==> src/rtl/flop_pkg.sv <==
// flop_pkg: shared field widths, constants, FSM state encoding and field helpers
// for the 13-bit floating-point format {sign, exponent[3:0] (bias 7), fraction[7:0]}.
package flop_pkg;

    localparam int SIGN_BIT = 12;
    localparam int EXP_W    = 4;
    localparam int MANT_W   = 8;
    localparam int BIAS     = 7;
    localparam int WORK_W   = 12;  // hidden bit, 8 fraction bits, guard, round, sticky

    localparam logic [12:0] MAX_FINITE = 13'h0FFF;

    typedef enum logic [2:0] {
        ST_IDLE  = 3'd0,
        ST_ALIGN = 3'd1,
        ST_ADD   = 3'd2,
        ST_NORM  = 3'd3,
        ST_ROUND = 3'd4,
        ST_DONE  = 3'd5
    } flop_state_e;

    function automatic logic get_sign(input logic [SIGN_BIT:0] v);
        return v[SIGN_BIT];
    endfunction

    function automatic logic [EXP_W-1:0] get_exp(input logic [SIGN_BIT:0] v);
        return v[MANT_W +: EXP_W];
    endfunction

    function automatic logic [MANT_W-1:0] get_frac(input logic [SIGN_BIT:0] v);
        return v[MANT_W-1:0];
    endfunction

    // Working mantissa with hidden bit and three clear low bits; exponent 0 means zero.
    function automatic logic [WORK_W-1:0] work_mant(input logic [SIGN_BIT:0] v);
        if (get_exp(v) == 4'd0) begin
            return 12'h000;
        end else begin
            return {1'b1, get_frac(v), 3'b000};
        end
    endfunction

    function automatic logic [SIGN_BIT:0] pack_fp(input logic s,
                                                  input logic [EXP_W-1:0] e,
                                                  input logic [MANT_W-1:0] f);
        return {s, e, f};
    endfunction

endpackage

==> src/rtl/flop_round.sv <==
// flop_round: combinational rounder for a normalized 12-bit working mantissa.
// FLOP_SEQ_RNE_EN defined: round to nearest, ties to even. Undefined: truncate.
// Exponents above 15 saturate to the largest finite magnitude with ovf set.
module flop_round
    import flop_pkg::*;
(
    input  logic        sign,
    input  logic [4:0]  exponent,
    input  logic [11:0] mant,
    output logic [12:0] result,
    output logic        ovf
);

    logic       inc_s;
    logic [9:0] rounded_s;
    logic [4:0] exp_adj_s;
    logic [7:0] frac_s;

`ifdef FLOP_SEQ_RNE_EN
    // Nearest-even: bump when guard is set and either round, sticky or the lsb is set.
    always_comb begin
        inc_s = mant[2] & (mant[1] | mant[0] | mant[3]);
    end
`else
    logic unused_grs_s;

    // Truncation: guard, round and sticky are discarded.
    always_comb begin
        inc_s        = 1'b0;
        unused_grs_s = ^mant[2:0];
    end
`endif

    // Apply the increment, renormalise a mantissa carry and saturate exponent overflow.
    always_comb begin
        rounded_s = {1'b0, mant[11:3]} + {9'd0, inc_s};
        exp_adj_s = exponent + {4'd0, rounded_s[9]};
        if (rounded_s[9]) begin
            frac_s = rounded_s[8:1];
        end else begin
            frac_s = rounded_s[7:0];
        end
        if (exp_adj_s > 5'd15) begin
            result = {sign, MAX_FINITE[11:0]};
            ovf    = 1'b1;
        end else begin
            result = pack_fp(sign, exp_adj_s[3:0], frac_s);
            ovf    = 1'b0;
        end
    end

endmodule

==> src/rtl/flop_seq.sv <==
// flop_seq: multi-cycle add/subtract unit for 13-bit floating point.
// Sequence: IDLE -> ALIGN -> ADD -> NORM (one shift per cycle) -> ROUND -> DONE.
// Optional macro FLOP_SEQ_RNE_EN (consumed by flop_round) selects round-to-nearest-even;
// the default build truncates with identical latency.
module flop_seq
    import flop_pkg::*;
(
    input  logic        clk,
    input  logic        reset_n,
    input  logic        in_valid,
    output logic        in_ready,
    input  logic [12:0] a,
    input  logic [12:0] b,
    input  logic        sub,
    output logic        out_valid,
    input  logic        out_ready,
    output logic [12:0] result,
    output logic        ovf,
    output logic        unf,
    output logic        busy
);

    flop_state_e state_r;
    flop_state_e state_nxt_s;

    logic [12:0] op_a_r;
    logic [12:0] op_b_r;
    logic        sign_r;
    logic        sign_b_r;
    logic [4:0]  exp_r;       // one spare bit so a carry out of exponent 15 is visible to ROUND
    logic [11:0] mant_a_r;
    logic [11:0] mant_b_r;
    logic [12:0] sum_r;

    logic        in_ready_r;
    logic        out_valid_r;
    logic        busy_r;
    logic [12:0] result_r;
    logic        ovf_r;
    logic        unf_r;

    logic        a_ge_b_s;
    logic [12:0] big_s;
    logic [12:0] small_s;
    logic [11:0] big_mant_s;
    logic [11:0] small_mant_s;
    logic [3:0]  diff_s;
    logic [11:0] lost_mask_s;
    logic [11:0] shifted_s;
    logic [12:0] add_sum_s;
    logic        add_zero_s;
    logic        norm_unf_s;
    logic [12:0] rnd_result_s;
    logic        rnd_ovf_s;

    // Order operands by magnitude and align the smaller one, folding lost bits into sticky.
    always_comb begin
        a_ge_b_s = (get_exp(op_a_r) > get_exp(op_b_r)) ||
                   ((get_exp(op_a_r) == get_exp(op_b_r)) &&
                    (work_mant(op_a_r) >= work_mant(op_b_r)));
        if (a_ge_b_s) begin
            big_s   = op_a_r;
            small_s = op_b_r;
        end else begin
            big_s   = op_b_r;
            small_s = op_a_r;
        end
        big_mant_s   = work_mant(big_s);
        small_mant_s = work_mant(small_s);
        diff_s       = get_exp(big_s) - get_exp(small_s);
        lost_mask_s  = (12'd1 << diff_s) - 12'd1;
        if (diff_s >= 4'd12) begin
            shifted_s = {11'd0, |small_mant_s};
        end else begin
            shifted_s = (small_mant_s >> diff_s) | {11'd0, |(small_mant_s & lost_mask_s)};
        end
    end

    // Effective add or subtract of the aligned mantissas; |A| >= |B| keeps A-B non-negative.
    always_comb begin
        if (sign_r == sign_b_r) begin
            add_sum_s = {1'b0, mant_a_r} + {1'b0, mant_b_r};
        end else begin
            add_sum_s = {1'b0, mant_a_r} - {1'b0, mant_b_r};
        end
        add_zero_s = (add_sum_s == 13'd0);
        norm_unf_s = (state_r == ST_NORM) && !sum_r[12] && !sum_r[11] && (exp_r == 5'd1);
    end

    // Next-state selection for the operation sequencer.
    always_comb begin
        state_nxt_s = state_r;
        case (state_r)
            ST_IDLE: begin
                if (in_valid && in_ready_r) begin
                    state_nxt_s = ST_ALIGN;
                end else begin
                    state_nxt_s = ST_IDLE;
                end
            end
            ST_ALIGN: state_nxt_s = ST_ADD;
            ST_ADD: begin
                if (add_zero_s) begin
                    state_nxt_s = ST_DONE;
                end else begin
                    state_nxt_s = ST_NORM;
                end
            end
            ST_NORM: begin
                if (sum_r[12] || sum_r[11]) begin
                    state_nxt_s = ST_ROUND;
                end else if (norm_unf_s) begin
                    state_nxt_s = ST_DONE;
                end else if (sum_r[10]) begin
                    state_nxt_s = ST_ROUND;
                end else begin
                    state_nxt_s = ST_NORM;
                end
            end
            ST_ROUND: state_nxt_s = ST_DONE;
            ST_DONE: begin
                if (out_ready) begin
                    state_nxt_s = ST_IDLE;
                end else begin
                    state_nxt_s = ST_DONE;
                end
            end
            default: state_nxt_s = ST_IDLE;
        endcase
    end

    // State register and handshake/status flags registered from the next state.
    always_ff @(posedge clk) begin
        if (!reset_n) begin
            state_r     <= ST_IDLE;
            in_ready_r  <= 1'b1;
            busy_r      <= 1'b0;
            out_valid_r <= 1'b0;
        end else begin
            state_r     <= state_nxt_s;
            in_ready_r  <= (state_nxt_s == ST_IDLE);
            busy_r      <= (state_nxt_s != ST_IDLE);
            out_valid_r <= (state_nxt_s == ST_DONE);
        end
    end

    // Operand latch, alignment, addition and normalization datapath.
    always_ff @(posedge clk) begin
        if (!reset_n) begin
            op_a_r   <= 13'd0;
            op_b_r   <= 13'd0;
            sign_r   <= 1'b0;
            sign_b_r <= 1'b0;
            exp_r    <= 5'd0;
            mant_a_r <= 12'd0;
            mant_b_r <= 12'd0;
            sum_r    <= 13'd0;
        end else begin
            case (state_r)
                ST_IDLE: begin
                    if (in_valid && in_ready_r) begin
                        op_a_r <= a;
                        op_b_r <= {b[12] ^ sub, b[11:0]};
                    end
                end
                ST_ALIGN: begin
                    sign_r   <= get_sign(big_s);
                    sign_b_r <= get_sign(small_s);
                    exp_r    <= {1'b0, get_exp(big_s)};
                    mant_a_r <= big_mant_s;
                    mant_b_r <= shifted_s;
                end
                ST_ADD: begin
                    sum_r <= add_sum_s;
                end
                ST_NORM: begin
                    if (sum_r[12]) begin
                        sum_r <= {1'b0, sum_r[12:2], sum_r[1] | sum_r[0]};
                        exp_r <= exp_r + 5'd1;
                    end else if (!sum_r[11] && !norm_unf_s) begin
                        sum_r <= {sum_r[11:0], 1'b0};
                        exp_r <= exp_r - 5'd1;
                    end
                end
                default: begin
                end
            endcase
        end
    end

    // Result and flags are captured on entry to DONE and held until the next operation.
    always_ff @(posedge clk) begin
        if (!reset_n) begin
            result_r <= 13'd0;
            ovf_r    <= 1'b0;
            unf_r    <= 1'b0;
        end else if ((state_r == ST_ADD) && add_zero_s) begin
            result_r <= 13'd0;
            ovf_r    <= 1'b0;
            unf_r    <= 1'b0;
        end else if (norm_unf_s) begin
            result_r <= {sign_r, 12'h000};
            ovf_r    <= 1'b0;
            unf_r    <= 1'b1;
        end else if (state_r == ST_ROUND) begin
            result_r <= rnd_result_s;
            ovf_r    <= rnd_ovf_s;
            unf_r    <= 1'b0;
        end
    end

    flop_round u_round (
        .sign     (sign_r),
        .exponent (exp_r),
        .mant     (sum_r[11:0]),
        .result   (rnd_result_s),
        .ovf      (rnd_ovf_s)
    );

    assign in_ready  = in_ready_r;
    assign out_valid = out_valid_r;
    assign busy      = busy_r;
    assign result    = result_r;
    assign ovf       = ovf_r;
    assign unf       = unf_r;

endmodule

==> config.mk <==
export PLATFORM = sky130hd
export DESIGN_NAME = flop_seq
export DESIGN_NICKNAME = d
export VERILOG_FILES = /design/src/rtl/flop_pkg.sv /design/src/rtl/flop_round.sv /design/src/rtl/flop_seq.sv
export SDC_FILE = /design/constraint.sdc
export NUM_CORES = 1
export LEC_CHECK = 0
export ABC_AREA = 1
export CAP_MARGIN = 25
export CORE_AREA = 3 3 123 125
export DETAILED_ROUTE_END_ITERATION = 10
export DIE_AREA = 0 0 126 128
export DONT_BUFFER_PORTS = 1
export MAX_ROUTING_LAYER = met4
export SLEW_MARGIN = 30
export SYNTH_ARGS = -nofsm -noshare
export SYNTH_HDL_FRONTEND = slang
export SYNTH_SLANG_ARGS = --single-unit
==> constraint.sdc <==
create_clock -name clk -period 3.32 [get_ports clk]
set_input_delay 0.664 -clock clk [delete_from_list [all_inputs] [get_ports clk]]
set_output_delay 0.664 -clock clk [all_outputs]
set_load 0.005 [all_outputs]
## After elaboration in Yosys (flattened, before gate mapping)

Index checks and enable logic that the tools add are counted.
W data, S select, Z words.

- Word-level logic and storage cells: 101
- Memory bits (read-only): 0
- Memory bits (writable): 0
- Bits of input ports: 31
- Memories: 0
- Output and inout bits: 18
- Bits in latches: 0
- Register bits: 91

- Bitwise gates (word level): 5
- Multiplexer cells: 27
- Eq/ne operators: 10
- Multiply operators: 0
- $add $sub $neg: 6
- Reductions and logical operators: 30
- Shift operators: 2
- Order comparisons: 4
- Div/mod/pow operators: 0

Operators by type and width:

| kind | number |
|---|---|
| $mux W13 | 7 |
| $mux W12 | 6 |
| $pmux W13 S2 | 1 |
| $reduce_or A12 Y1 | 2 |
| $pmux W3 S6 | 1 |
| $logic_not A4 Y1 | 4 |
| $mux W3 | 5 |
| $add A12 B12 Y13 | 1 |
| $logic_not A13 Y1 | 1 |
| $sub A12 B12 Y13 | 1 |
| $and A12 B12 Y12 | 1 |
| $ge A12 B12 Y1 | 1 |
| $or A12 B1 Y12 | 1 |
| $shl A1 B4 Y12 const A | 1 |
| $shr A12 B4 Y12 | 1 |
| $sub A12 B1 Y12 const B | 1 |
| $mux W5 | 2 |
| $pmux W5 S2 | 1 |
| $eq A3 B3 Y1 const B | 3 |
| $logic_and A1 B1 Y1 | 7 |
| $eq A3 B2 Y1 const B | 2 |
| $logic_not A3 Y1 | 2 |
| $reduce_and A2 Y1 | 3 |
| $reduce_bool A2 Y1 | 3 |
| 20 further kinds | 26 |

## Depth between registers and ports, before layout

- Depth after elaboration: 13
- Mapped depth: 27
- Depth with buffers taken out: 27

## By module

From an unflattened synthesis, not the netlist that was laid out.

- Cell total of the unflattened synthesis: 848
- Area total of the unflattened synthesis: 5622.9 µm²

By module, submodules not included:

| module | sequential area each (µm²) | cells an instance | area an instance (µm²) | instances |
|---|---|---|---|---|
| flop_seq | 1761.7 | 820 | 5506.5 | 1 |
| flop_round | 0.0 | 28 | 116.4 | 1 |

## Worst setup path before layout

OpenSTA, ideal clock, no wires.

- Path kind: register to register
- Start: register op_a_r[8]
- End: register mant_b_r[0]
- Slack: -240 ps
- Clock period less this slack: 3560 ps
- Path buffers: 1
- Cell stages (with the launch flop): 26
- Data arrival time: 3443 ps
- Required time: 3203 ps
- Cells stage by stage: dfxtp_1 nor4_1 inv_1 ha_1 nand2_1 inv_1 nand2_1 nand3_1 nor2_2 nand2_4 nand2_8 nand2_1 o21ai_2 nand2_1 ha_1 clkbuf_1 nor2_1 inv_1 o211ai_1 nand2_1 inv_1 nand3_1 nand2_1 nand2_1 nor2_1 nor2_1

- Word-level cells in the longest chain between the ends: 13
- Elaborated cells on any way between the ends: 21
- Those cells by class: add/sub: 2; order compare: 3; eq/ne: 1; shift: 2; mux: 5; bitwise: 2; reduce/logical: 6

RTL lines:

| element | line | text |
|---|---|---|
| start, declared | flop_seq.sv:26 | `logic [12:0] op_a_r;` |
| start signal, assigned | flop_seq.sv:150 | `op_a_r <= 13'd0;` |
| start signal, assigned | flop_seq.sv:162 | `op_a_r <= a;` |
| $logic_not A4 Y1 | flop_pkg.sv:36 | `if (get_exp(v) == 4'd0) begin` |
| $mux W12 | flop_pkg.sv:36 |  |
| $ge A12 B12 Y1 | flop_seq.sv:60 | `(work_mant(op_a_r) >= work_mant(op_b_r)));` |
| $logic_and A1 B1 Y1 | flop_seq.sv:59 | `((get_exp(op_a_r) == get_exp(op_b_r)) &&` |
| $logic_or A1 B1 Y1 | flop_seq.sv:58 | `a_ge_b_s = (get_exp(op_a_r) > get_exp(op_b_r)) \|\|` |
| $mux W13 | flop_seq.sv:61 | `if (a_ge_b_s) begin` |
| $sub A4 B4 Y4 | flop_seq.sv:70 | `diff_s = get_exp(big_s) - get_exp(small_s);` |
| $shl A1 B4 Y12 | flop_seq.sv:71 | `lost_mask_s = (12'd1 << diff_s) - 12'd1;` |
| $sub A12 B1 Y12 | flop_seq.sv:71 |  |
| $and A12 B12 Y12 | flop_seq.sv:75 | `shifted_s = (small_mant_s >> diff_s) \| {11'd0, \|(small_mant_s & lost_mask_s)};` |
| $reduce_or A12 Y1 | flop_seq.sv:75 |  |
| $or A12 B1 Y12 | flop_seq.sv:75 |  |
| $mux W12 * | flop_seq.sv:72 | `if (diff_s >= 4'd12) begin` |
| end signal, assigned | flop_seq.sv:171 | `mant_b_r <= shifted_s;` |
| end, declared | flop_seq.sv:32 | `logic [11:0] mant_b_r;` |

Every way passes the cells marked *; elsewhere a longest branch is shown, timed or not.
A chain may end at the register's enable or synchronous reset.

## Final worst setup path

- Start: register mant_b_r[0]
- End: register result_r[1] (netlist: result[1])

- Word-level cells in the longest chain between the ends: 5
- Elaborated cells on any way between the ends: 6
- Those cells by class: add/sub: 2; mux: 1; reduce/logical: 3

RTL lines:

| element | line | text |
|---|---|---|
| $sub A12 B12 Y13 / $add A12 B12 Y13 (equally long branches) | flop_seq.sv:84, flop_seq.sv:82 |  |
| $mux W13 * | flop_seq.sv:81 | `if (sign_r == sign_b_r) begin` |
| $logic_not A13 Y1 * | flop_seq.sv:86 | `add_zero_s = (add_sum_s == 13'd0);` |
| $logic_and A1 B1 Y1 * | flop_seq.sv:197 | `end else if ((state_r == ST_ADD) && add_zero_s) begin` |
| $reduce_or A3 Y1 (no source line) * | n/a |  |
| end signal, assigned | flop_seq.sv:202 | `result_r <= {sign_r, 12'h000};` |
| end signal, assigned | flop_seq.sv:206 | `result_r <= rnd_result_s;` |
| end, declared | flop_seq.sv:38 | `logic [12:0] result_r;` |

Marked as above.

==> impl_metrics.toml <==
[final_layout]
design_area_um2 = 6920
nNetsFinal = 931
final_cell_mix = "nand2_1, inv_1, a21oi_1, dfxtp_1, o21ai_0"
synthToLayoutAreaGrowth_pct = 23.1
layout_commonest_cell = "nand2_1"
nFillCells = 1399
n_antenna_cell = 0
post-route-util = 0.495
drive_gt1_frac = 0.205
multiInputGateArea_um2 = 3690
seqCellArea_um2 = 1770

[detailed_routing]
vias = 5402
viasPerCell = 5.12
ant_nets = 0
avgRoutedWirePerCell_um = 13.9
drc = 0
drtIter0Drc = 392
dr.pass1.iters = 4
wirelength_mm = 14.6

[yosys]
synth-edff-count = 0
yosysTopAreaCell = "dfxtp_1"
synth_nets = 893
yosysSeqAreaShare = 0.313
synth_cells = 833
yosys-top-cells-area = "dfxtp_1, nand2_1, a21oi_1"
ys_types = 45
netlist.area_leader.share = 0.313
async_flop_share = 0
yosys_warnings = 0
yosys_most_used_dff = "dfxtp_1"
avgSynthCellArea_um2 = 6.75
syn_area_um2 = 5620
synth-seq-cells = 88

[floorplan]
core.rowCount = 43
fp.dieW_um = 126
ioPinCount = 49
core_area_um2 = 14000
die_y_um = 128
start_util = 0.402
die_area_um2 = 16100

[clocking]
cts-root-buf = "clkbuf_16"
cts_buffer_depth = 2
cts_tree = "yes"
cts_num_sinks = 88
cts_inserted_buffers = 9
worstSkewPairLatency_ps = 350
cts-hold-fix-buffers = 0
h-tree-depth = 3
path_clk_slew_ps = 60

[sta]
rsz0062_at_grt = "true"
max_clock_freq_mhz = 300
period_share = 1.00
min_period_ps = 3330
setup_violations = 6
relSlewSlack = 0.471
fin_hold_ws_ps = 431
fin_ws_ps = -9.52
skew_ps = 5.04
hold_viol_final = 0
tightest_slew_ps = 792
drv_slew = 0

[placement]
dp_slack_ps = -29.1
gp_congestion = 0.887
port_buffers = 0
post-dp-hpwl_mm = 10.7
place_area_um2 = 6000

[global_route]
grt_pass1_wl_mm = 24.1
grt_pass1_vias = 5067
antenna_found_initial = 0
grtUsageTotal = 0.187
grt-ovfl-total = 0
grt_max_degree = 51

[status]
failed_checks = "negative setup slack"
status = "finished with violations"

[critical_path]
cp-end-kind = "flop"
arrival_ps = 3560
cp.required_ps = 3550
criticalPathCategory = "flop to flop"
critPathLaunchType = "flop"
cp_max_fo = 6

[min_path]
hp-class = "input pin to flop"

[job]
drv_cap = 0
==> layer usage <==
| metal | GRT usage | part of all wire |
|---|---|---|
| met5 | - | 0 |
| met3 | 0.0425 | 0.037 |
| met2 | 0.305 | 0.49 |
| met1 | 0.238 | 0.47 |
| met4 | 0.0435 | 0.011 |
==> synth_stat cells, types with 4 or more instances <==
| master | instances |
|---|---|
| nand4_1 | 6 |
| nand3_2 | 4 |
| nand2_4 | 4 |
| mux2i_1 | 8 |
| dfxtp_1 | 88 |
| o211ai_1 | 15 |
| o221ai_1 | 4 |
| nor3_1 | 8 |
| nand3_1 | 61 |
| nor4_1 | 4 |
| xor2_1 | 13 |
| inv_1 | 99 |
| a221oi_1 | 5 |
| a21oi_1 | 91 |
| nor2_1 | 65 |
| clkbuf_1 | 23 |
| inv_2 | 4 |
| nand2_1 | 179 |
| o21ai_2 | 5 |
| nand2_2 | 5 |
| xnor2_1 | 6 |
| o21ai_1 | 12 |
| o21ai_0 | 62 |
| ha_1 | 28 |
==> area by class of cell <==
| type | instances | share of cell area |
|---|---|---|
| Sequential cell | 88 | 0.256 |
| Inverter | 104 | 0.0586 |
| Multi-Input combinational cell | 610 | 0.533 |
| Timing Repair Buffer | 58 | 0.0738 |
| Tap cell | 180 | 0.0325 |
| Clock inverter | 6 | 0.0134 |
| Clock buffer | 10 | 0.0331 |
==> kinds of logic after synthesis <==
kind of cell             synth area share
adder cells (fa/ha/maj)            0.0659
AO/OA/AOI/OAI                       0.205
XOR/XNOR                           0.0296
AND/OR/NAND/NOR                     0.271
flip-flops                          0.313
buffers and inverters               0.101
multiplexers                       0.0142
==> repair_timing <==
action / in CTS / in global routing
endpoints found under the setup margin: 15 / 41
pin swaps: 1 / 53
cloned: 0 / 4
buffers inserted: 0 / 16
resized for setup: 5 / 105
==> final timing paths <==
kind / startpoint / endpoint / slack [ps] / cells past startpoint
worst max register to register: mant_b_r[0] / result[1] / -10 / 19
worst max-delay path: mant_b_r[0] / result[1] / -10 / 19
worst min register to register: op_b_r[12] / op_b_r[12] / 470 / 2
worst min-delay path: reset_n / result[12] / 430 / 2
==> per-stage QoR <==
stage	setup TNS, ps	std cells
global placement	-3.14	1020
CTS	0	1036
finish	-29.9	1056
floorplan	0	833
detailed placement	-328	1020
global route	-4310	1056
==> registers in the layout, summed over array words and instances, names as in the netlist <==
name       cells
op_a_r        13
op_b_r        13
result        13
sum_r         13
mant_b_r      12
mant_a_r       9
exp_r          5
state_r        3
busy           1
in_ready       1
out_valid      1
ovf            1
sign_b_r       1
sign_r         1
unf            1
==> worst max-delay path, stage by stage, from the launching register on <==
cell	delay [ps]
dfxtp_2	330
inv_2	70
ha_4	130
inv_2	40
nor3_4	180
nor3b_4	230
or2_4	150
xor2_1	150
ha_1	290
a21oi_1	160
nand2_1	80
buf_4	130
xor2_1	150
nor4_1	270
nand3_1	140
nor2_2	110
nand4_1	190
nand3_2	200
clkbuf_16	160
a21oi_1	40
Power is left out: the tool's default activity adds up to more than one toggle a clock period on the data nets, which glitch-free logic cannot reach.
==> patch, RTL diff (config.mk and constraints unchanged) <==
The option `FLOP_SEQ_RNE_EN` is turned on by a define.
--- a/src/rtl/flop_round.sv
+++ b/src/rtl/flop_round.sv
@@ -3,2 +3,4 @@
 // Exponents above 15 saturate to the largest finite magnitude with ovf set.
+`define FLOP_SEQ_RNE_EN
+
 module flop_round
Check against the original RTL: not equivalent (a bounded check fails within 10 cycles, from zero or initial values and one cycle with reset_n low).
==> patch against the original RTL <==
Cell area shrank 2.0%. Sequential cell count is the same. Utilization shrank 0.97 points. Worst setup slack gained 0.13 ns. Wire length grew 3.1%. Non-clock buffer count shrank 5. First-iteration DRC count shrank 16%. Global-route usage grew 0.60 points. Die area is the same. Sequential share of layout area grew 0.46 points. Area after synthesis grew 3.8%. Fmax grew 4.2%.
Power is not shown: default switching activity piles up to over one toggle a cycle in this logic, so the estimate is an artifact.
==> patch: results (changes against the original RTL) <==
FINAL LAYOUT
------------------------------------------------------------------------------------
Share of final layout cell area taken by non-clock buffers                   0.06161   was 0.07378
Clk cell area share                                                          0.04372   was 0.04647
Fill cells                                                                      1473   was 1399
Utilization after layout                                                      0.4849   was 0.4946
Register cell area after layout                                             1765 µm²   was 1769 µm²
Number of sequential cells                                                        88   unchanged
Layout cells sized above 1                                                    0.1685   was 0.2055
Number of combinational gates with multiple inputs                               636   was 610
Count of buffers not belonging to the clock network in the layout                 53   was 58
Proportion of cell area occupied by multi-input gates                         0.5431   was 0.5329
Inverters                                                                        103   was 104

SYNTHESIS
------------------------------------------------------------------------------------
Dominant cells by area after synthesis                                  dfxtp_1 30%, nand2_1 10%, ha_1 6.4%   was dfxtp_1 31%, nand2_1 12%, a21oi_1 8.1%
Post-synthesis cell type count                                                    51   was 45
Top cells by instance count after synthesis                             159 x nand2_1, 92 x nor2_1, 90 x inv_1   was 179 x nand2_1, 99 x inv_1, 91 x a21oi_1
Sequential fraction of the synthesis area                                     0.3019   was 0.3133
Post-synthesis compound-gate area fraction                                    0.1953   was 0.2047
Number of nets in the synthesized netlist                                        921   was 893
Most common flop cell mapped by yosys                                        dfxtp_1   unchanged
Parity-gate share of the synthesized area counting xor and xnor cells        0.04202   was 0.02960
Portion of netlist area occupied by mux cells                               0.001715   was 0.01424
Synthesized-area fraction occupied by adder cells                            0.06775   was 0.06587

WORST SETUP PATH
------------------------------------------------------------------------------------
Crit path DAT                                                                3.43 ns   was 3.56 ns
R2r worst-path depth                                                              23   was 19
Highest fanout seen on the critical path                                          13   was 6
Slowest cell on the critical path                                               fa_1   was dfxtp_2
Max stage delay on crit path                                                 0.44 ns   was 0.33 ns
Crit path launch                                                         mant_b_r[0]   unchanged
Endpoint of the lowest-slack register-to-register path                     result[4]   was result[1]
Top Family by Delay on Critical Path                                    simple AND/OR/NAND/NOR gates   unchanged

GRT
------------------------------------------------------------------------------------
Aggregate global-route resource usage                                         0.1931   was 0.1871
Wire length of the first global-routing pass                                25050 µm   was 24140 µm
Pin count of the biggest net entering global routing                              63   was 51

STATUS
------------------------------------------------------------------------------------
Run status                                                              finished, final reports clean   was complete, but fails checks

TIMING
------------------------------------------------------------------------------------
Clock skew after layout                                                  0.007173 ns   was 0.005036 ns
Shortest clock period the worst path allows after layout                    3.195 ns   was 3.330 ns
Headroom to the max-slew limit                                                0.4643   was 0.4707

PLACED DESIGN
------------------------------------------------------------------------------------
Post-Place Worst Slack                                                    -0.1072 ns   was -0.02908 ns
DP Area                                                                     6289 µm²   was 5998 µm²
Post-DP HPWL                                                                11440 µm   was 10710 µm

ROUTE
------------------------------------------------------------------------------------
Overall routed net length                                                   15090 µm   was 14630 µm
First-pass iteration count of the detailed router                                  6   was 4
DR vias                                                                         5561   was 5402
First-iteration detailed-routing DRC count                                       328   was 392

-- patch: cell types whose count changed in the layout (fill, tap and decap cells not counted), moves of 5 or more --
cell,delta
a21oi_1,-35
ha_1,+6
mux2i_1,-7
nand2_2,-5
nand2_4,-8
nand3_1,+13
nand3_2,-7
nor2_1,+31
o21ai_0,+12
o21ai_1,-7
o22ai_1,+10
o31ai_1,+9
xor2_1,+8
-- patch: cell families (layout without fill, tap and decap cells) --
kind of cell	after synthesis	count (layout)
compound gates	197	197
fa+ha+maj	31	31
xor+xnor	28	28
buf+inv	136	172
flops	88	88
mux	1	1
simple gates	378	379
-- patch: metrics by stage --
step,hold WS (ns),instances
after floorplan,0.4479,859
after global placement,0.4601,1054
after detailed placement,0.4626,1054
after CTS,0.3929,1071
after global routing,0.4110,1076
final,0.4077,1076
-- patch: layer usage --
metal	global-route usage	part of all wire	vias up
li1	-	-	2938
met1	0.2310	0.46	2514
met2	0.3374	0.49	92
met3	0.03250	0.033	17
met4	0.05174	0.018	0
met5	-	0	-
-- patch: timing repair --
item,in CTS,in global routing
gates resized for setup,4,38
gates cloned,0,1
endpoints found under the hold margin,0,0
endpoints found under the setup margin,17,42
pin swaps,1,7
hold buffers,0,0
buffers inserted,1,4
-- patch: how the worst min path moves through the flow --
stage	startpoint	to	slack [ns]	depth (start not counted)
2_1_floorplan	mant_a_r[11]	mant_a_r[11]	0.45	2
3_3_place_gp	mant_a_r[11]	mant_a_r[11]	0.46	2
5_1_grt	reset_n	in_ready	0.41	1
4_1_cts	reset_n	in_ready	0.39	1
6_report	reset_n	in_ready	0.41	1
3_5_place_dp	mant_a_r[11]	mant_a_r[11]	0.46	2
